<file path="config.mk">
export PLATFORM = sky130hd
export DESIGN_NAME = tdc_sweep_ctrl
export DESIGN_NICKNAME = d
export VERILOG_FILES = /design/src/rtl/tdc_pkg.sv /design/src/rtl/tdc_step_acc.sv /design/src/rtl/tdc_sweep_ctrl.sv
export SDC_FILE = /design/constraint.sdc
export NUM_CORES = 1
export LEC_CHECK = 0
export CAP_MARGIN = 20
export CORE_MARGIN = 2
export CORE_UTILIZATION = 40
export DETAILED_ROUTE_END_ITERATION = 16
export PLACE_DENSITY = 0.59
export SKIP_CTS_REPAIR_TIMING = 1
export SYNTH_ARGS = -nofsm -noshare
export SYNTH_HDL_FRONTEND = slang
export SYNTH_HIERARCHICAL = 1
export SYNTH_SLANG_ARGS = --single-unit
</file>
<file path="constraint.sdc">
create_clock -name clk -period 4.4 [get_ports clk]
set_input_delay 0.88 -clock clk [delete_from_list [all_inputs] [get_ports clk]]
set_output_delay 0.88 -clock clk [all_outputs]
set_load 0.01 [all_outputs]
</file>
<file path="src/rtl/tdc_pkg.sv">
// rtl/tdc_pkg.sv - shared constants, sweep state encoding and helpers for the hsc TDC
package tdc_pkg;

    localparam logic PG_TOG = 1'b0;
    localparam logic PG_IN  = 1'b1;
    localparam logic REG    = 1'b0;
    localparam logic BYPASS = 1'b1;

    localparam int SWEEP_RST_CYC = 4;

    typedef enum logic [2:0] {
        IDLE,
        RESYNC,
        SETTLE,
        ACCUM,
        EMIT,
        BUMP,
        FIN
    } state_t;

    function automatic logic [3:0] clamp_slog2(input logic [3:0] v, input int max_slog2);
        return (32'(v) > max_slog2) ? 4'(max_slog2) : v;
    endfunction

endpackage

</file>
<file path="src/rtl/tdc_step_acc.sv">
// rtl/tdc_step_acc.sv - per-step sum/min/max accumulator over hamming-weight samples
module tdc_step_acc #(
    parameter int HW_W  = 8,
    parameter int ACC_W = 16
) (
    input  logic             clk,
    input  logic             rst,
    input  logic             clr,
    input  logic             en,
    input  logic [HW_W-1:0]  hw_in,
    output logic [ACC_W-1:0] sum,
    output logic [HW_W-1:0]  min,
    output logic [HW_W-1:0]  max
);

    logic [ACC_W-1:0] r_sum;
    logic [HW_W-1:0]  r_min;
    logic [HW_W-1:0]  r_max;

    // min resets to 0 so every result output reads 0 out of reset; clr seeds it with all ones
    always_ff @(posedge clk or posedge rst) begin
        if (rst) begin
            r_sum <= '0;
            r_min <= '0;
            r_max <= '0;
        end else if (clr) begin
            r_sum <= '0;
            r_min <= '1;
            r_max <= '0;
        end else if (en) begin
            r_sum <= r_sum + ACC_W'(hw_in);
            if (hw_in < r_min) r_min <= hw_in;
            if (hw_in > r_max) r_max <= hw_in;
        end
    end

    assign sum = r_sum;
    assign min = r_min;
    assign max = r_max;

endmodule

</file>
<file path="src/rtl/tdc_sweep_ctrl.sv">
// rtl/tdc_sweep_ctrl.sv - TDC phase-sweep sequencer: resync, settle, accumulate, emit, bump
module tdc_sweep_ctrl
    import tdc_pkg::*;
#(
    parameter int HW_W      = 8,
    parameter int MAX_SLOG2 = 8,
    parameter int STEP_W    = 10,
    parameter int RST_CYC   = SWEEP_RST_CYC,
    parameter int SETTLE_W  = 8
) (
    input  logic                      clk,
    input  logic                      rst,
    input  logic                      start,
    input  logic                      abort,
    input  logic                      cfg_src,
    input  logic                      cfg_bypass,
    input  logic                      cfg_pg_in,
    input  logic [STEP_W-1:0]         cfg_steps,
    input  logic [3:0]                cfg_slog2,
    input  logic [SETTLE_W-1:0]       cfg_settle,
    input  logic [HW_W-1:0]           hw_in,
    output logic                      tdc_rst,
    output logic                      bump,
    output logic                      pg_src,
    output logic                      pg_bypass,
    output logic                      pg_in,
    output logic                      res_valid,
    input  logic                      res_ready,
    output logic [STEP_W-1:0]         res_step,
    output logic [HW_W+MAX_SLOG2-1:0] res_sum,
    output logic [HW_W-1:0]           res_min,
    output logic [HW_W-1:0]           res_max,
    output logic                      busy,
    output logic                      done
);

    localparam int ACC_W  = HW_W + MAX_SLOG2;
    localparam int CNT_A  = (SETTLE_W > MAX_SLOG2 + 1) ? SETTLE_W : MAX_SLOG2 + 1;
    localparam int CNT_B  = $clog2(RST_CYC + 1);
    localparam int CNT_W  = ((CNT_A > CNT_B) ? CNT_A : CNT_B) + 1;

    state_t              r_state;
    state_t              w_next;
    logic [CNT_W-1:0]    r_cnt;
    logic [STEP_W-1:0]   r_step;
    logic [STEP_W-1:0]   r_steps;
    logic [3:0]          r_slog2;
    logic [SETTLE_W-1:0] r_settle;
    logic                r_pg_src;
    logic                r_pg_bypass;
    logic                r_pg_in;
    logic                r_done;

    logic                w_clr;
    logic                w_en;
    logic                w_accept;
    logic [CNT_W-1:0]    w_last_settle;
    logic [CNT_W-1:0]    w_last_acc;

    assign w_accept      = (r_state == IDLE) && start && !abort;
    assign w_last_settle = CNT_W'(r_settle) - CNT_W'(1);
    assign w_last_acc    = (CNT_W'(1) << r_slog2) - CNT_W'(1);

    always_comb begin
        w_next    = r_state;
        w_clr     = 1'b0;
        w_en      = 1'b0;
        tdc_rst   = 1'b0;
        bump      = 1'b0;
        res_valid = 1'b0;
        busy      = (r_state != IDLE);
        case (r_state)
            IDLE: begin
                if (w_accept) w_next = (cfg_steps == '0) ? FIN : RESYNC;
            end
            RESYNC: begin
                tdc_rst = 1'b1;
                if (r_cnt == CNT_W'(RST_CYC - 1)) begin
                    w_next = (r_settle == '0) ? ACCUM : SETTLE;
                    w_clr  = (r_settle == '0);
                end
            end
            SETTLE: begin
                if (r_cnt == w_last_settle) begin
                    w_next = ACCUM;
                    w_clr  = 1'b1;
                end
            end
            ACCUM: begin
                w_en = 1'b1;
                if (r_cnt == w_last_acc) w_next = EMIT;
            end
            EMIT: begin
                res_valid = 1'b1;
                if (res_ready) w_next = (r_step == r_steps - STEP_W'(1)) ? FIN : BUMP;
            end
            BUMP: begin
                bump   = 1'b1;
                w_next = (r_settle == '0) ? ACCUM : SETTLE;
                w_clr  = (r_settle == '0);
            end
            FIN:     w_next = IDLE;
            default: w_next = IDLE;
        endcase
        // abort wins over every other transition, including the exit from EMIT
        if (abort && r_state != IDLE) w_next = IDLE;
    end

    always_ff @(posedge clk or posedge rst) begin
        if (rst) begin
            r_state     <= IDLE;
            r_cnt       <= '0;
            r_step      <= '0;
            r_steps     <= '0;
            r_slog2     <= '0;
            r_settle    <= '0;
            r_pg_src    <= 1'b0;
            r_pg_bypass <= 1'b0;
            r_pg_in     <= 1'b0;
            r_done      <= 1'b0;
        end else begin
            r_state <= w_next;
            r_done  <= (r_state == FIN) && !abort;
            if (w_next != r_state)
                r_cnt <= '0;
            else if (r_state == RESYNC || r_state == SETTLE || r_state == ACCUM)
                r_cnt <= r_cnt + CNT_W'(1);
            if (w_accept) begin
                r_step      <= '0;
                r_steps     <= cfg_steps;
                r_slog2     <= clamp_slog2(cfg_slog2, MAX_SLOG2);
                r_settle    <= cfg_settle;
                r_pg_src    <= cfg_src;
                r_pg_bypass <= cfg_bypass;
                r_pg_in     <= cfg_pg_in;
            end else if (r_state == BUMP) begin
                r_step <= r_step + STEP_W'(1);
            end
        end
    end

    tdc_step_acc #(
        .HW_W  (HW_W),
        .ACC_W (ACC_W)
    ) u_acc (
        .clk   (clk),
        .rst   (rst),
        .clr   (w_clr),
        .en    (w_en),
        .hw_in (hw_in),
        .sum   (res_sum),
        .min   (res_min),
        .max   (res_max)
    );

    assign res_step  = r_step;
    assign pg_src    = r_pg_src;
    assign pg_bypass = r_pg_bypass;
    assign pg_in     = r_pg_in;
    assign done      = r_done;

endmodule

</file>
==> qor.csv, run 1 <==
stage,metric,value,unit
routing,wl_met1,6.56,mm
sta,relSlewSlack,44.0,%
floorplan,die_w,124,µm
global_routing,grt_pass1_wl,24.4,mm
sta,layout_min_cycle_time,3.93,ns
clock_tree,worstSkewPairLatency,0.34,ns
sta,grt_setup_unrepaired,no,
worst_hold_path,hp-class,reg -> reg,
layout,drive_above_1_share,8.15,%
synth,yosys.area_share.adder,6.44,%
critical_path,cp-endpoint,r_cnt[6],
job,drv_cap,0,
synth,synth_flop_cell,dfrtp_1,
routing,ant_nets,0,
layout,fill_cells,1322,
routing,vias_per_cell,5.52,
clock_tree,root_buffer,clkbuf_16,
layout,area_growth_syn_to_layout,23.0,%
sta,hold_viol,0,
synth,synthArstFlopShare,100,%
clock_tree,cts_tree,done,
synth,yosys.area_share.simple,24.7,%
synth,yosys-top-cells-count,"dfrtp_1 (81), nand2_1 (78), nor2_1 (58)",
sta,max_freq,254,MHz
routing,first_iter_violations,209,
clock_tree,cts_buffers,9,
critical_path,reg2reg_depth,10,
global_routing,gr-usage-all-layers,20.1,%
power_and_ir_drop,p_leak,3.10,nW
critical_path,critPathMaxFanout,15,
synth,synth_top_family_by_area,simple AND/OR/NAND/NOR gates,
synth,synth-compound-area-share,18.1,%
synth,synthMuxAreaShare,3.04,%
floorplan,die_h,124,µm
synth,ys_seq_elements,81,
sta,post-route-period-util,89.3,%
place,place_congestion,0.880,
power_and_ir_drop,power_frac_clock,18.3,%
floorplan,core_area,14000,µm²
global_routing,antenna_found_initial,0,
synth,synth_cell_types,74,
routing,wl_met3,595,µm
synth,synth_nets,717,
critical_path,reg2reg_from,r_slog2[0],
clock_tree,clock_sinks,81,
routing,top_layer_used,met4,
clock_tree,htree_levels,3,
synth,synth_xor_area_share,7.15,%
synth,yosys_warnings,6,
power_and_ir_drop,power_frac_comb,50.3,%
sta,slew_viol_final,0,
place,port_buffers,87,
routing,drt_first_pass_iters,5,
power_and_ir_drop,switchingPower,1.69,mW
layout,nets,787,
critical_path,arrival,4.17,ns
critical_path,r2r_end,r_cnt[6],
routing,vias,4986,
power_and_ir_drop,internal-power,2.42,mW
clock_tree,path_clk_slew,0.06,ns
synth,synth_top_area_share,35.2,%
sta,tns,0,ns
synth,synth_area_leader_cell,dfrtp_1,
sta,fin_skew,0.00932,ns
sta,whs,0.481,ns
sta,finalSetupViolCount,0,
floorplan,pin_count,88,
critical_path,regToRegSetupSlack,0.47,ns
place,dp_hpwl,10.6,mm
synth,synthCells,650,
floorplan,rows,43,
synth,synth_edf_count,0,
floorplan,initial_utilization,41.1,%
synth,yosysMostFrequentCell,dfrtp_1,
power_and_ir_drop,sequentialPowerShare,31.4,%
global_routing,gr-total-overflow,0,
global_routing,grt_max_degree,50,
floorplan,die_area,15400,µm²
synth,syn_avg_cell_area,8.85,µm²
critical_path,worstPathRequired,4.64,ns
critical_path,worstSetupPathType,reg -> reg,
run_status,run_status,"complete, no violations",
clock_tree,cts.path.max_buffers,2,
critical_path,cp-start-kind,flip-flop,
layout,n_antenna_cell,0,
routing,wirelength,14.5,mm
routing,wl_per_cell,16.1,µm
layout,fin_util,50.6,%
power_and_ir_drop,peakVddDrop,0.243,mV
routing,route.met2.wl,7.23,mm
power_and_ir_drop,power_density,580,nW/µm²
synth,synth.cell_area,5750,µm²
sta,tightest_slew,0.840,ns
critical_path,end_kind,flip-flop,
power_and_ir_drop,switching_share,41.1,%
critical_path,crit_start,r_slog2[0],
routing,post-route-drc-count,0,
global_routing,grt_pass1_vias,4986,
synth,synthTopCellsByArea,"dfrtp_1 (35%), ha_1 (6.1%), nand2_1 (5.1%), xnor2_1 (4.1%), nor2_1 (3.8%)",
synth,ys_seq_area_share,35.2,%
-- registers in the layout, indices dropped and copies added (netlist names) --
| signal | count |
|---|---|
| u_acc/max | 8 |
| r_steps | 10 |
| pg_bypass | 1 |
| u_acc/sum | 16 |
| r_settle | 8 |
| pg_in | 1 |
| res_step | 10 |
| pg_src | 1 |
| done | 1 |
| r_cnt | 10 |
| r_state | 3 |
| u_acc/min | 8 |
| r_slog2 | 4 |
-- how the worst min path moves through the flow --
stage,to,start,slack [ns],depth (start not counted)
6_report,pg_src,pg_src,0.48,2
5_1_grt,pg_src,pg_src,0.50,2
4_1_cts,pg_bypass,pg_bypass,0.49,2
3_5_place_dp,pg_bypass,pg_bypass,0.47,2
3_3_place_gp,pg_in,pg_in,0.46,2
2_1_floorplan,r_steps[7],r_steps[7],0.50,2
-- layout by cell type, fill, tap and decap left out, types with 9 or more instances in the layout --
cell type | synthesis | routed
nand3_1 | 20 | 20
dfrtp_1 | 81 | 81
inv_1 | 35 | 34
ha_1 | 28 | 28
xor2_1 | 20 | 20
nand2b_1 | 22 | 22
nor2_1 | 58 | 58
clkbuf_16 | 0 | 9
nor3_1 | 15 | 15
clkdlybuf4s50_1 | 0 | 87
xnor2_1 | 27 | 27
nand2_1 | 78 | 78
a211oi_2 | 10 | 10
and3_1 | 9 | 9
mux2i_1 | 13 | 13
o21ai_0 | 20 | 20
a21oi_1 | 21 | 21
or3_1 | 10 | 10
-- critical path, stage by stage, from the launching register on --
cell       delay (ns)
dfrtp_1          0.52
inv_1            0.15
or4_1            0.52
ha_1             0.37
xnor2_1          0.20
a21boi_0         0.15
a2111oi_0        0.40
and4_1           0.33
a211oi_2         0.12
or4_1            0.75
a211oi_2         0.31
-- per-layer routing --
metal	GRT usage [%]	vias to the layer above
met5	0	-
met4	6.18	0
met3	4.21	10
met2	33.6	112
met1	26.1	2419
li1	-	2445
-- kinds of logic after synthesis --
kind of cell    after synthesis
xor+xnor                     47
compound gates              129
simple gates                275
mux                          17
fa+ha+maj                    29
buf+inv                      72
flops                        81
-- power groups by stage --
stage          registers (mW)  clock network, mW  logic (mW)
2_1_floorplan            1.23                  0        1.49
3_3_place_gp             1.29                  0        2.01
3_5_place_dp             1.30                  0        2.06
4_1_cts                  1.29              0.773        2.07
5_1_grt                  1.33              0.809        2.31
6_report                 1.29              0.753        2.06
-- stage by stage --
| step | std cells | worst slack, ns | cell area, µm² | power [mW] |
|---|---|---|---|---|
| floorplan | 650 | 0.992 | 5750 | 2.71 |
| global placement | 887 | 0.475 | 6730 | 3.30 |
| detailed placement | 887 | 0.438 | 6730 | 3.36 |
| CTS | 902 | 0.499 | 7030 | 4.13 |
| global route | 904 | 0.257 | 7080 | 4.45 |
| finish | 904 | 0.470 | 7080 | 4.11 |
-- layout make-up --
cell class | instances | area (µm²) | share of cell area (%)
multi-input cells | 497 | 3430 | 48.5
flip-flops and latches | 81 | 2030 | 28.6
repair buffers | 94 | 956 | 13.5
clock buffers | 12 | 256 | 3.63
well taps | 180 | 225 | 3.18
inverters | 37 | 139 | 1.96
clock inverters | 3 | 40.0 | 0.566
Note: power is estimated with default switching activity, not from simulation.
==> run 2, diff against run 1 <==
CORE_UTILIZATION = 30   (was 40)
PLACE_DENSITY = 0.46   (was 0.59)
==> run 2 against run 1 <==
  * Worst setup slack lost 0.0095 ns
  * Global-route usage is 4.0 points lower
  * Combinational power barely moved
  * Critical endpoint is now r_cnt[9]
  * Die area increased by 32%
  * Largest cell class unchanged
==> qor.csv, run 2 (synthesis results as in run 1) <==
stage,metric,value,unit
critical_path,worstPathCellList,or4_1 > ha_1 > nor4b_1 > o211ai_1 > o211ai_1 > and4_1 > a211oi_2 > or4_1 > a211oi_2,
sta,relSlewSlack,43.9,%
clock_tree,cts_buffers,9,
place,port_buffers,87,
floorplan,core_area,18800,µm²
clock_tree,path_clk_slew,0.06,ns
layout,instances_no_fill,959,
clock_tree,clock_sinks,81,
power_and_ir_drop,power_density,584,nW/µm²
place,place_congestion,0.800,
layout,n_antenna_cell,0,
critical_path,regToRegSetupSlack,0.46,ns
job,drv_cap,0,
global_routing,gr-usage-all-layers,16.1,%
sta,slew_viol_final,0,
layout,drive_above_1_share,8.41,%
routing,post-route-drc-count,0,
global_routing,grt_pass1_wl,25.8,mm
critical_path,critical_path.n_buffers_inverters,0,
routing,vias,4949,
clock_tree,cts_tree,done,
sta,grt_setup_unrepaired,no,
routing,wirelength,15.6,mm
critical_path,end_kind,flip-flop,
routing,wl_per_cell,16.3,µm
sta,max_freq,254,MHz
global_routing,grt_max_degree,48,
routing,ant_nets,0,
routing,first_iter_violations,288,
critical_path,worstSetupPathType,reg -> reg,
floorplan,rows,50,
sta,layout_min_cycle_time,3.94,ns
sta,whs,0.477,ns
routing,drt_first_pass_iters,4,
critical_path,critPathTopFamily,simple AND/OR/NAND/NOR gates,
worst_hold_path,hp-class,reg -> reg,
global_routing,grt_pass1_vias,4939,
run_status,run_status,"complete, no violations",
sta,tightest_slew,0.842,ns
sta,post-route-period-util,89.5,%
layout,final_cell_mix,"clkdlybuf4s50_1 (87), dfrtp_1 (81), nand2_1 (78)",
critical_path,critPathSlowestCell,or4_1,
power_and_ir_drop,p_leak,3.10,nW
floorplan,initial_utilization,30.7,%
floorplan,die_area,20300,µm²
critical_path,worstPathRequired,4.66,ns
clock_tree,root_buffer,clkbuf_16,
floorplan,die_w,142,µm
floorplan,pin_count,88,
sta,tns,0,ns
clock_tree,cts.path.max_buffers,2,
floorplan,die_h,142,µm
critical_path,critPathMaxStageDelay,0.75,ns
layout,nets,787,
sta,hold_viol,0,
global_routing,antenna_found_initial,0,
layout,fin_util,38.1,%
routing,vias_per_cell,5.16,
clock_tree,htree_levels,3,
critical_path,critPathMaxFanout,22,
clock_tree,worstSkewPairLatency,0.35,ns
global_routing,gr-total-overflow,0,
critical_path,cp-start-kind,flip-flop,
layout,area_growth_syn_to_layout,24.2,%
layout,final_common_cell,clkdlybuf4s50_1,
place,placedCellCount,943,
sta,fin_skew,0.0109,ns
layout,largest_reg_flops,16,
power_and_ir_drop,peakVddDrop,0.253,mV
sta,finalSetupViolCount,0,
place,dp_hpwl,11.5,mm
critical_path,arrival,4.20,ns
[run 2: changes by cell type in the layout (fill, tap and decap cells not counted), sizes merged]
cell | previous run | this run
clkinvlp | 0 | 1
clkbuf | 12 | 9
clkinv | 2 | 4
bufinv | 1 | 2
[run 2: final cells by class]
| cell class | count | area (µm²) |
|---|---|---|
| clock buffer | 9 | 225 |
| sequential | 81 | 2030 |
| fill | 1873 | 11600 |
| clock inverter | 7 | 95.1 |
| timing repair buffer | 94 | 936 |
| tap | 234 | 293 |
| inverter | 37 | 139 |
| multi-input combinational | 497 | 3430 |
[run 2: final timing paths]
path	startpoint	end	cells after the start
max	r_slog2[3]	r_cnt[9]	9
min	pg_in	pg_in	2
max reg2reg	r_slog2[3]	r_cnt[9]	9
min reg2reg	pg_in	pg_in	2
max in group asynchronous	rst	r_steps[1]	3
min in group asynchronous	rst	pg_in	2
[run 2: metal layers]
layer	track usage, %	share of wire [%]	vias to the layer above
met3	2.79	4.6	18
met5	0	0	-
li1	-	-	2453
met1	23.2	52	2352
met2	23.9	42	126
met4	6.36	2.0	0
[run 2: metrics by stage]
step | worst slack [ns] | cell area (µm²) | power (mW)
floorplan | 0.992 | 5750 | 2.71
global placement | 0.621 | 6810 | 3.32
detailed placement | 0.476 | 6830 | 3.37
CTS | 0.464 | 7150 | 4.22
global route | 0.222 | 7150 | 4.54
finish | 0.461 | 7150 | 4.18
[run 2: worst min-delay path, delay by kind of cell, from the launching register on]
kind	cells	cell delay (ns)
AND/OR/NAND/NOR	2	0.10
flip-flops	1	0.34
[run 2: report_power, final]
part           switching, mW  leakage, nW  internal (mW)
logic                   1.08         1.93          0.972
registers              0.324         1.02          0.975
clock network          0.327        0.155          0.497
total                   1.73         3.10           2.44
